--- src/rtl/serial_rx_loader.sv ---
// serial_rx_loader: start/data/stop serial frame receiver feeding a parallel
// register. Bits are sampled on falling clk edges qualified by sample_en and
// assembled LSB first; a good stop bit presents the word on data and pulses
// load for one clk cycle, a bad stop bit sets the sticky frame_err flag.
module serial_rx_loader #(
  parameter int Size = 8
) (
  input  logic            clk,
  input  logic            clr_n,
  input  logic            sample_en,
  input  logic            rxd,
  output logic [Size-1:0] data,
  output logic            load,
  output logic            busy,
  output logic            frame_err
);

  localparam int CntW = $clog2(Size + 1);
  localparam logic [CntW-1:0] LastBit = CntW'(Size - 1);

  typedef enum logic [1:0] {
    IDLE,
    DATA,
    STOP
  } state_t;

  state_t          state;
  logic [Size-1:0] shift;
  logic [CntW-1:0] cnt;

  // Frame FSM with registered outputs; everything moves on the falling edge.
  // NOTE: sequential state uses non-blocking assignments so every flop sees
  // the pre-edge values of the others, independent of statement order.
  always_ff @(negedge clk or negedge clr_n) begin
    if (!clr_n) begin
      state     <= IDLE;
      shift     <= '0;
      cnt       <= '0;
      data      <= '0;
      load      <= 1'b0;
      busy      <= 1'b0;
      frame_err <= 1'b0;
    end else begin
      // load is a strobe: it falls on the edge after it rose, whatever else
      // happens, so it can never span more than one clk cycle.
      load <= 1'b0;
      if (sample_en) begin
        unique case (state)
          IDLE: begin
            if (!rxd) begin
              state     <= DATA;
              busy      <= 1'b1;
              cnt       <= '0;
              frame_err <= 1'b0;
            end
          end
          DATA: begin
            // Newest bit enters at the MSB, so after Size shifts the first
            // received bit sits at bit 0 (LSB-first line order).
            shift <= (shift >> 1) | (Size'(rxd) << (Size - 1));
            cnt   <= cnt + CntW'(1);
            if (cnt == LastBit) begin
              state <= STOP;
            end
          end
          STOP: begin
            // Stop sample is consumed here and never doubles as a start bit.
            if (rxd) begin
              data <= shift;
              load <= 1'b1;
            end else begin
              frame_err <= 1'b1;
            end
            busy  <= 1'b0;
            state <= IDLE;
          end
          default: begin
            state <= IDLE;
            busy  <= 1'b0;
          end
        endcase
      end
    end
  end

endmodule

--- config.mk ---
export PLATFORM = sky130hd
export DESIGN_NAME = serial_rx_loader
export DESIGN_NICKNAME = d
export VERILOG_FILES = /design/src/rtl/serial_rx_loader.sv
export SDC_FILE = /design/constraint.sdc
export NUM_CORES = 1
export LEC_CHECK = 0
export CELL_PAD_IN_SITES_DETAIL_PLACEMENT = 2
export CELL_PAD_IN_SITES_GLOBAL_PLACEMENT = 2
export CORE_MARGIN = 10
export CORE_UTILIZATION = 40
export DETAILED_ROUTE_END_ITERATION = 6
export PLACE_DENSITY = 0.88
export SYNTH_ARGS = -nofsm -noshare
export SYNTH_HDL_FRONTEND = slang
export SYNTH_SLANG_ARGS = --single-unit
--- constraint.sdc ---
create_clock -name clk -period 3.3 [get_ports clk]
set_input_delay 0.33 -clock clk [delete_from_list [all_inputs] [get_ports clk]]
set_output_delay 0.33 -clock clk [all_outputs]
set_load 0.02 [all_outputs]
Word level (Yosys, flattened, before mapping)
Index checks and enable logic that the tools add are counted. Widths: inputs -> output; s select.

Flip-flop bits (word level): 25. Bits in writable memories: 0. Memories kept: 0. Input port bits: 4. Latch bits: 0. Output and inout bits: 11. Bits in read-only memories: 0. Word-level logic and storage cells: 37.

Mux-type cells: 12. $add $sub $neg: 1. $mul: 0. Bitwise operators: 2. Reduce and logical (&&, ||, !) cells: 9. Divide/modulo/power cells: 0. Magnitude comparators: 0. Eq/ne operators: 6. Shift operators: 0.

Operators by type and width (number): $reduce_and 3->1 (4); $or 7x8->8 (1); $pmux 4 s2 (1); $ne 2x2->1 const B (3); $mux 1 (5); $add 4x1->4 const B (1); $eq 4x3->1 const B (1); $mux 2 (2); $mux 4 (1); $pmux 1 s2 (2); $pmux 2 s2 (1); $reduce_and 4->1 (1); $reduce_bool 2->1 (2); $eq 2x1->1 const B (1); $eq 2x2->1 const B (1); $logic_not 2->1 (1); $reduce_and 2->1 (1); $not 1->1 (1).

Depth between registers and ports, before layout
Gate-level depths: netlist of run 1.

Depth in word-level cells: 3. Gate-level depth with buffers: 4. Gate-level depth less buffers: 4.

==> metrics.md, run 1 <==
| Metric | Value |
|---|---|
| Worst hold slack after final layout | 0.4400 ns |
| I/O Pins | 15 |
| Post-detail-place hpwl | about 1.5 mm |
| Setup slack on the worst flop-to-flop path | 1.83 ns |
| H-tree Lvls | 1 |
| Worst reg-to-reg path cell count | 2 |
| Core area | 0.002500 sq mm |
| Count of hold-fix buffers inserted at cts | 0 |
| Worst setup path class | input port to register |
| Share of the synthesized area in the top cell type | 58.96% |
| Maximum resistive drop on vdd | around 0.47 mV |
| Netlist Area Pre-Place | approximately 0.0011 sq mm |
| Hold Crit Depth | 1 |
| Post-Place Cells | between 100 and 150 |
| Effective utilization at floorplan | 42.44% |
| Worst-case clock buffer depth | 2 |
| Path class of the lowest-slack min-delay path | register to register |
| Clock Pin Slew Worst Setup and Hold Paths | around 0.08 ns |
| Total power draw | 1.067 mW |
| Share of post-route cells with drive strength above 1 | between 30% and 40% |
| Drt first-iter violations | 22 |
| Die extent in y | 71.50 um |
| Horizontal extent of the die | 71.50 um |
| Sink of the worst hold path | cnt[3] |
| Setup-violating endpoint count in the final report | 0 |
| Maximum number of pins on one net before global-route repair | 26 |
| Average wire per cell in the routed design | 17.04 um |
| Mapped Nets | 75 |
| Area Growth Syn to Fin | 19.93% |
| First-pass GRT wire length | 3.753 mm |
| Post-route antenna net violation count | 0 |
| Overall track demand over capacity in global routing | under 10% |
| Worst Setup Slack post-DPL | -0.1715 ns |
| Power per unit of standard cell area | between 800 and 900 mW/mm^2 |
| Outcome | finished, final reports clean |
| Max cap viols | 0 |
| Final non-filler cell total | 122 |
| Cell at the root of the clock tree | clkbuf_4 |
| Buffers on Ports | 14 |
| Share of the yosys chip area belonging to registers | between 50% and 60% |
| Sink count of the clock tree | 25 |
| Setup Buffers After CTS | 0 |
| PnR worst setup slack | 0.1560 ns |
| Drt drc | 0 |
| Number of max-slew violations in the final report | 0 |
| Number of warnings printed during yosys synthesis | 0 |
| Via density | 5.311 |
| Transition time at the pin with the least slew margin | 0.3666 ns |
| Total Nets Final | 98 |
| CP Max Fanout | 9 |
| Total Die Area | approximately 0.0051 sq mm |
| Vias after detailed routing | 648 |
| Placer congestion estimate | roughly 0.75 |
| TritonCTS buffer count | 3 |
| Type of destination of the critical path | register |
| Unrepaired setup endpoints after global routing | false |
| Yosys reg bits | 25 |
| TritonCTS clock tree | done |
| Count of cell types in the netlist | 22 |
| Beginning of the critical path | sample_en |
| Most area-hungry cell type in the Yosys netlist | dfrtn_1 |
| Row count | 18 |
| Synthesized instance count | 70 |
| CP Launch Type | input port |
| Number of global-route vias before repair | 768 |
| Avg Cell Area, Syn | 15.16 sq um |
| Drt pass-1 iters | 2 |
| Cells taking the most area after synthesis | dfrtn_1 (59%), mux2_2 (13%), mux2_4 (8.5%) |
| Pleak | 0.6664 nW |
| Detailed Route WL | slightly above 2 mm |
| Clock latency of the later-clocked register in the worst-skew pair | 0.30 ns |
| Worst R2R Start | state[1] |
| Final antenna diode count | 0 |
| Fillcell total | roughly 260 |
| Antenna violations before repair | 0 |
| Total non-filler cell area in the finished layout | between 0.001 and 0.0015 sq mm |
| Beginning of the worst hold path | cnt[3] |
| Post-Route Skew | approximately 0.0065 ns |
| Endpoint of the lowest-slack register-to-register path | data[3] |
| Final hold viol count | 0 |
| Req. time, crit path | around 1.8 ns |
| Placement-stage cell area | between 0.001 and 0.0015 sq mm |
| Leftover overflow at the end of global routing | 0 |
| Relative slew slack | roughly three quarters |
| Endpoint arrival time on the critical path | 1.65 ns |
[cell usage after synthesis, drive strengths merged]
library cell and instances:
a41oi 1, a22o 3, and2b 1, inv 4, nor2 1, nand4b 1, o21a 1, and3b 2
dfrtn 25, ha 1, a31oi 1, nand3 1, nand4bb 1, nor3b 1, a21oi 1, o21ai 4
buf 1, nand2 2, mux2 18
[state kept, by name (all words and copies together), names as in the netlist]
register / flops
cnt: 4
shift: 8
busy: 1
frame_err: 1
state: 2
load: 1
data: 8
[per-stage QoR]
step           TNS, ns  utilization (%)
3_5_place_dp    -2.332            50.25
6_report             0            50.90
4_1_cts              0            50.80
2_1_floorplan        0                -
3_3_place_gp    -1.529            50.25
5_1_grt              0            50.90
[repair_timing]
| action | in CTS | in global routing |
|---|---|---|
| gates resized for setup | 10 | 1 |
| setup endpoints to repair | 10 | 1 |
| endpoints found under the hold margin | 0 | 0 |
[routing by layer]
metal  global-route usage (%)  part of all wire (%)  vias up
li1                         -                     -      294
met1                    10.71                    45      340
met2                    13.82                    47       12
met3                    3.030                   7.4        2
met4                    3.871                  0.77        0
met5                        0                     0        -
[cell usage in the layout, fill, tap and decap left out, drive strengths merged, types with 2 or more instances in the layout]
cell type and n:
a22o 3, and3b 2, buf 5, clkbuf 4
clkdlybuf4s50 3, dfrtn 25, dlygate4sd2 10, inv 4
mux2 18, nand2 2, o21ai 4
[kinds of logic (layout without fill, tap and decap cells)]
group / Yosys count / count (layout) / share of synthesized area, %
adders and majority gates: 1 / 1 / 1.179
DFF: 25 / 25 / 58.96
muxes: 18 / 18 / 21.23
AOI/OAI and AO/OA: 11 / 11 / 7.784
and+or+nand+nor: 10 / 10 / 7.547
buffers and inverters: 5 / 27 / 3.302
[area by class of cell]
type / count / area [sq um] / area share (%)
sequential: 25 / 625.6 / 49.16
multi-input combinational: 40 / 400.4 / 31.47
inverter: 4 / 15.01 / 1.180
timing repair buffer: 19 / 167.7 / 13.18
clock buffer: 4 / 26.28 / 2.065
tap: 30 / 37.54 / 2.950
[power breakdown]
part	switching, mW	internal, mW
logic	0.161	0.223
clock network	0.0876	0.0471
registers	0.108	0.440
[how the worst max path moves through the flow]
stage / endpoint / slack (ns) / depth (start not counted)
6_report: data[3] / 0.16 / 3
5_1_grt: data[4] / 0.12 / 3
4_1_cts: load / 0.01 / 1
3_5_place_dp: data[4] / -0.17 / 3
3_3_place_gp: frame_err / -0.10 / 3
2_1_floorplan: frame_err / 0.51 / 2
[worst max-delay path, stage by stage]
cell and delay [ns]:
clkdlybuf4s50_1 0.58, nand4b_2 0.35, mux2_2 0.39
Power figures use the tool's default switching activity.
==> run 2: changes to the inputs <==
--- a/config.mk
+++ b/config.mk
@@ -10,7 +10,8 @@
 export CORE_MARGIN = 10
 export CORE_UTILIZATION = 40
 export DETAILED_ROUTE_END_ITERATION = 6
-export PLACE_DENSITY = 0.88
+export HOLD_SLACK_MARGIN = 0.02
+export PLACE_DENSITY_LB_ADDON = 0.1
 export SYNTH_ARGS = -nofsm -noshare
 export SYNTH_HDL_FRONTEND = slang
 export SYNTH_SLANG_ARGS = --single-unit
==> metrics.md, run 2 (synthesis results as in run 1) <==
| Metric | Value |
|---|---|
| Outcome | finished, final reports clean (unchanged) |
| Average wire per cell in the routed design | 16.89 um (was 17.04 um) |
| Max cap viols | 0 (unchanged) |
| Drt drc | 0 (unchanged) |
| Setup Buffers After CTS | 0 (unchanged) |
| TritonCTS buffer count | 3 (unchanged) |
| First-pass GRT wire length | 3.615 mm (was 3.753 mm) |
| Worst R2R Start | state[1] (unchanged) |
| Antenna violations before repair | 0 (unchanged) |
| Clock Pin Slew Worst Setup and Hold Paths | 0.09 ns (was 0.08 ns) |
| Final hold viol count | 0 (unchanged) |
| Core area | 0.002500 sq mm (unchanged) |
| Total Nets Final | 98 (unchanged) |
| Horizontal extent of the die | 71.50 um (unchanged) |
| Maximum number of pins on one net before global-route repair | 26 (unchanged) |
| TritonCTS clock tree | done (unchanged) |
| Buffers on Ports | 14 (unchanged) |
| CP Max Fanout | 9 (unchanged) |
| Highest metal layer with signal wires | met4 (unchanged) |
| Sum of met3 wire segment lengths after detailed routing | 86 um (was 154 um) |
| Area Growth Syn to Fin | 20.05% (was 19.93%) |
| Beginning of the worst hold path | cnt[3] (unchanged) |
| Total power draw | 1.065 mW (was 1.067 mW) |
| Wire length on met1 | 887 um (was 926 um) |
| Row count | 18 (unchanged) |
| Most frequent standard cell in the layout excluding fill and tap cells | dfrtn_1 (unchanged) |
| Effective utilization at floorplan | 42.44% (unchanged) |
| Cell at the root of the clock tree | clkbuf_4 (unchanged) |
| I/O Pins | 15 (unchanged) |
| Drt pass-1 iters | 2 (unchanged) |
| Post-Route Skew | 0.006123 ns (was 0.006515 ns) |
| Number of max-slew violations in the final report | 0 (unchanged) |
| Power per unit of standard cell area | 835.9 mW/mm^2 (was 838.2 mW/mm^2) |
| Sink count of the clock tree | 25 (unchanged) |
| Beginning of the critical path | sample_en (unchanged) |
| Worst-case clock buffer depth | 2 (unchanged) |
| Share of post-route cells with drive strength above 1 | 34.78% (was 33.70%) |
| Placer congestion estimate | 0.7844 (was 0.7452) |
| Overall track demand over capacity in global routing | 8.625% (was 8.837%) |
| Largest registers | data x8, shift x8, cnt x4 (unchanged) |
| Transition time at the pin with the least slew margin | 0.3731 ns (was 0.3666 ns) |
| Die extent in y | 71.50 um (unchanged) |
| CP Launch Type | input port (unchanged) |
| Unrepaired setup endpoints after global routing | false (unchanged) |
| Number of global-route vias before repair | 780 (was 768) |
| Leftover overflow at the end of global routing | 0 (unchanged) |
| Endpoint arrival time on the critical path | 1.63 ns (was 1.65 ns) |
| Maximum resistive drop on vdd | 0.3384 mV (was 0.4695 mV) |
| Worst hold slack after final layout | 0.4321 ns (was 0.4400 ns) |
| Detailed Route WL | 2.061 mm (was 2.079 mm) |
| Met2 routed WL | 1.075 mm (was 982 um) |
| Most used cells in the layout excluding fill and tap cells | dfrtn_1 (25), mux2_2 (12), dlygate4sd2_1 (10) (unchanged) |
| Total Die Area | 0.005112 sq mm (unchanged) |
| Type of destination of the critical path | register (unchanged) |
| Worst setup path class | input port to register (unchanged) |
| Post-Place Cells | 118 (unchanged) |
| Post-detail-place hpwl | 1.546 mm (was 1.543 mm) |
| Pleak | 0.6691 nW (was 0.6664 nW) |
| Final antenna diode count | 0 (unchanged) |
| Post-route antenna net violation count | 0 (unchanged) |
| Clock latency of the later-clocked register in the worst-skew pair | 0.30 ns (about the same) |
| Path class of the lowest-slack min-delay path | register to register (unchanged) |
| Req. time, crit path | 1.80 ns (about the same) |
| Vias after detailed routing | 660 (was 648) |
| Final non-filler cell total | 122 (unchanged) |
| Relative slew slack | 74.87% (was 75.30%) |
| Via density | 5.410 (was 5.311) |
| H-tree Lvls | 1 (unchanged) |
| Count of hold-fix buffers inserted at cts | 0 (unchanged) |
| Setup-violating endpoint count in the final report | 0 (unchanged) |
| Drt first-iter violations | 12 (was 22) |
[run 2: cell types whose count changed in the layout (fill, tap and decap cells not counted)]
cell | before | now
clkinv_2 | 0 | 1
clkbuf_1 | 1 | 0
[run 2: where the power goes]
part           total [mW]  leakage [nW]  internal (mW)  switching [mW]
clock               0.131        0.0177         0.0452          0.0863
sequential          0.547         0.316          0.440           0.108
combinational       0.386         0.335          0.224           0.161
[run 2: worst paths after layout]
check	to	slack [ns]	depth (start not counted)
setup / recovery	shift[6]	0.17	3
hold / removal	cnt[3]	0.43	1
setup reg to reg	cnt[0]	1.88	3
hold reg to reg	cnt[3]	0.43	1
max in group asynchronous	state[0]	1.11	2
min in group asynchronous	data[4]	1.92	2
[run 2: area by class of cell]
| type | count | area [sq um] |
|---|---|---|
| fillers | 259 | 1226 |
| flip-flops and latches | 25 | 625.6 |
| multi-input cells | 40 | 400.4 |
| repair buffers | 19 | 167.7 |
| well taps | 30 | 37.54 |
| clock buffers | 3 | 22.52 |
| inverters | 4 | 15.01 |
| clock inverters | 1 | 5.005 |
[run 2: through the flow]
stage	TNS [ns]	cell area (sq um)	util [%]	worst slack (ns)
floorplan	0	1061	-	0.5131
global placement	-2.215	1256	50.25	-0.1449
detailed placement	-2.779	1256	50.25	-0.1928
CTS	0	1271	50.85	0.003830
global route	0	1274	50.95	0.1013
finish	0	1274	50.95	0.1735
[run 2: timing repair]
action,in CTS,in global routing
pin swaps,0,0
endpoints found under the setup margin,10,1
gates resized for setup,10,1
[run 2: routing by layer]
| layer | vias up | global-route usage (%) |
|---|---|---|
| met3 | 2 | 2.617 |
| li1 | 295 | - |
| met2 | 10 | 14.80 |
| met5 | - | 0 |
| met4 | 0 | 2.581 |
| met1 | 353 | 10.02 |
[run 2: worst max-delay path, stage by stage]
cell and delay, ns:
clkdlybuf4s50_1 0.59, and3b_4 0.35, mux2_2 0.36
==> run 3: changes to the inputs <==
--- a/config.mk
+++ b/config.mk
@@ -12,6 +12,7 @@
 export DETAILED_ROUTE_END_ITERATION = 6
 export HOLD_SLACK_MARGIN = 0.02
 export PLACE_DENSITY_LB_ADDON = 0.1
+export SKIP_LAST_GASP = 1
 export SYNTH_ARGS = -nofsm -noshare
 export SYNTH_HDL_FRONTEND = slang
 export SYNTH_SLANG_ARGS = --single-unit
==> results of run 3 <==
The final DEF is identical to that of run 2; final timing and power are the same.
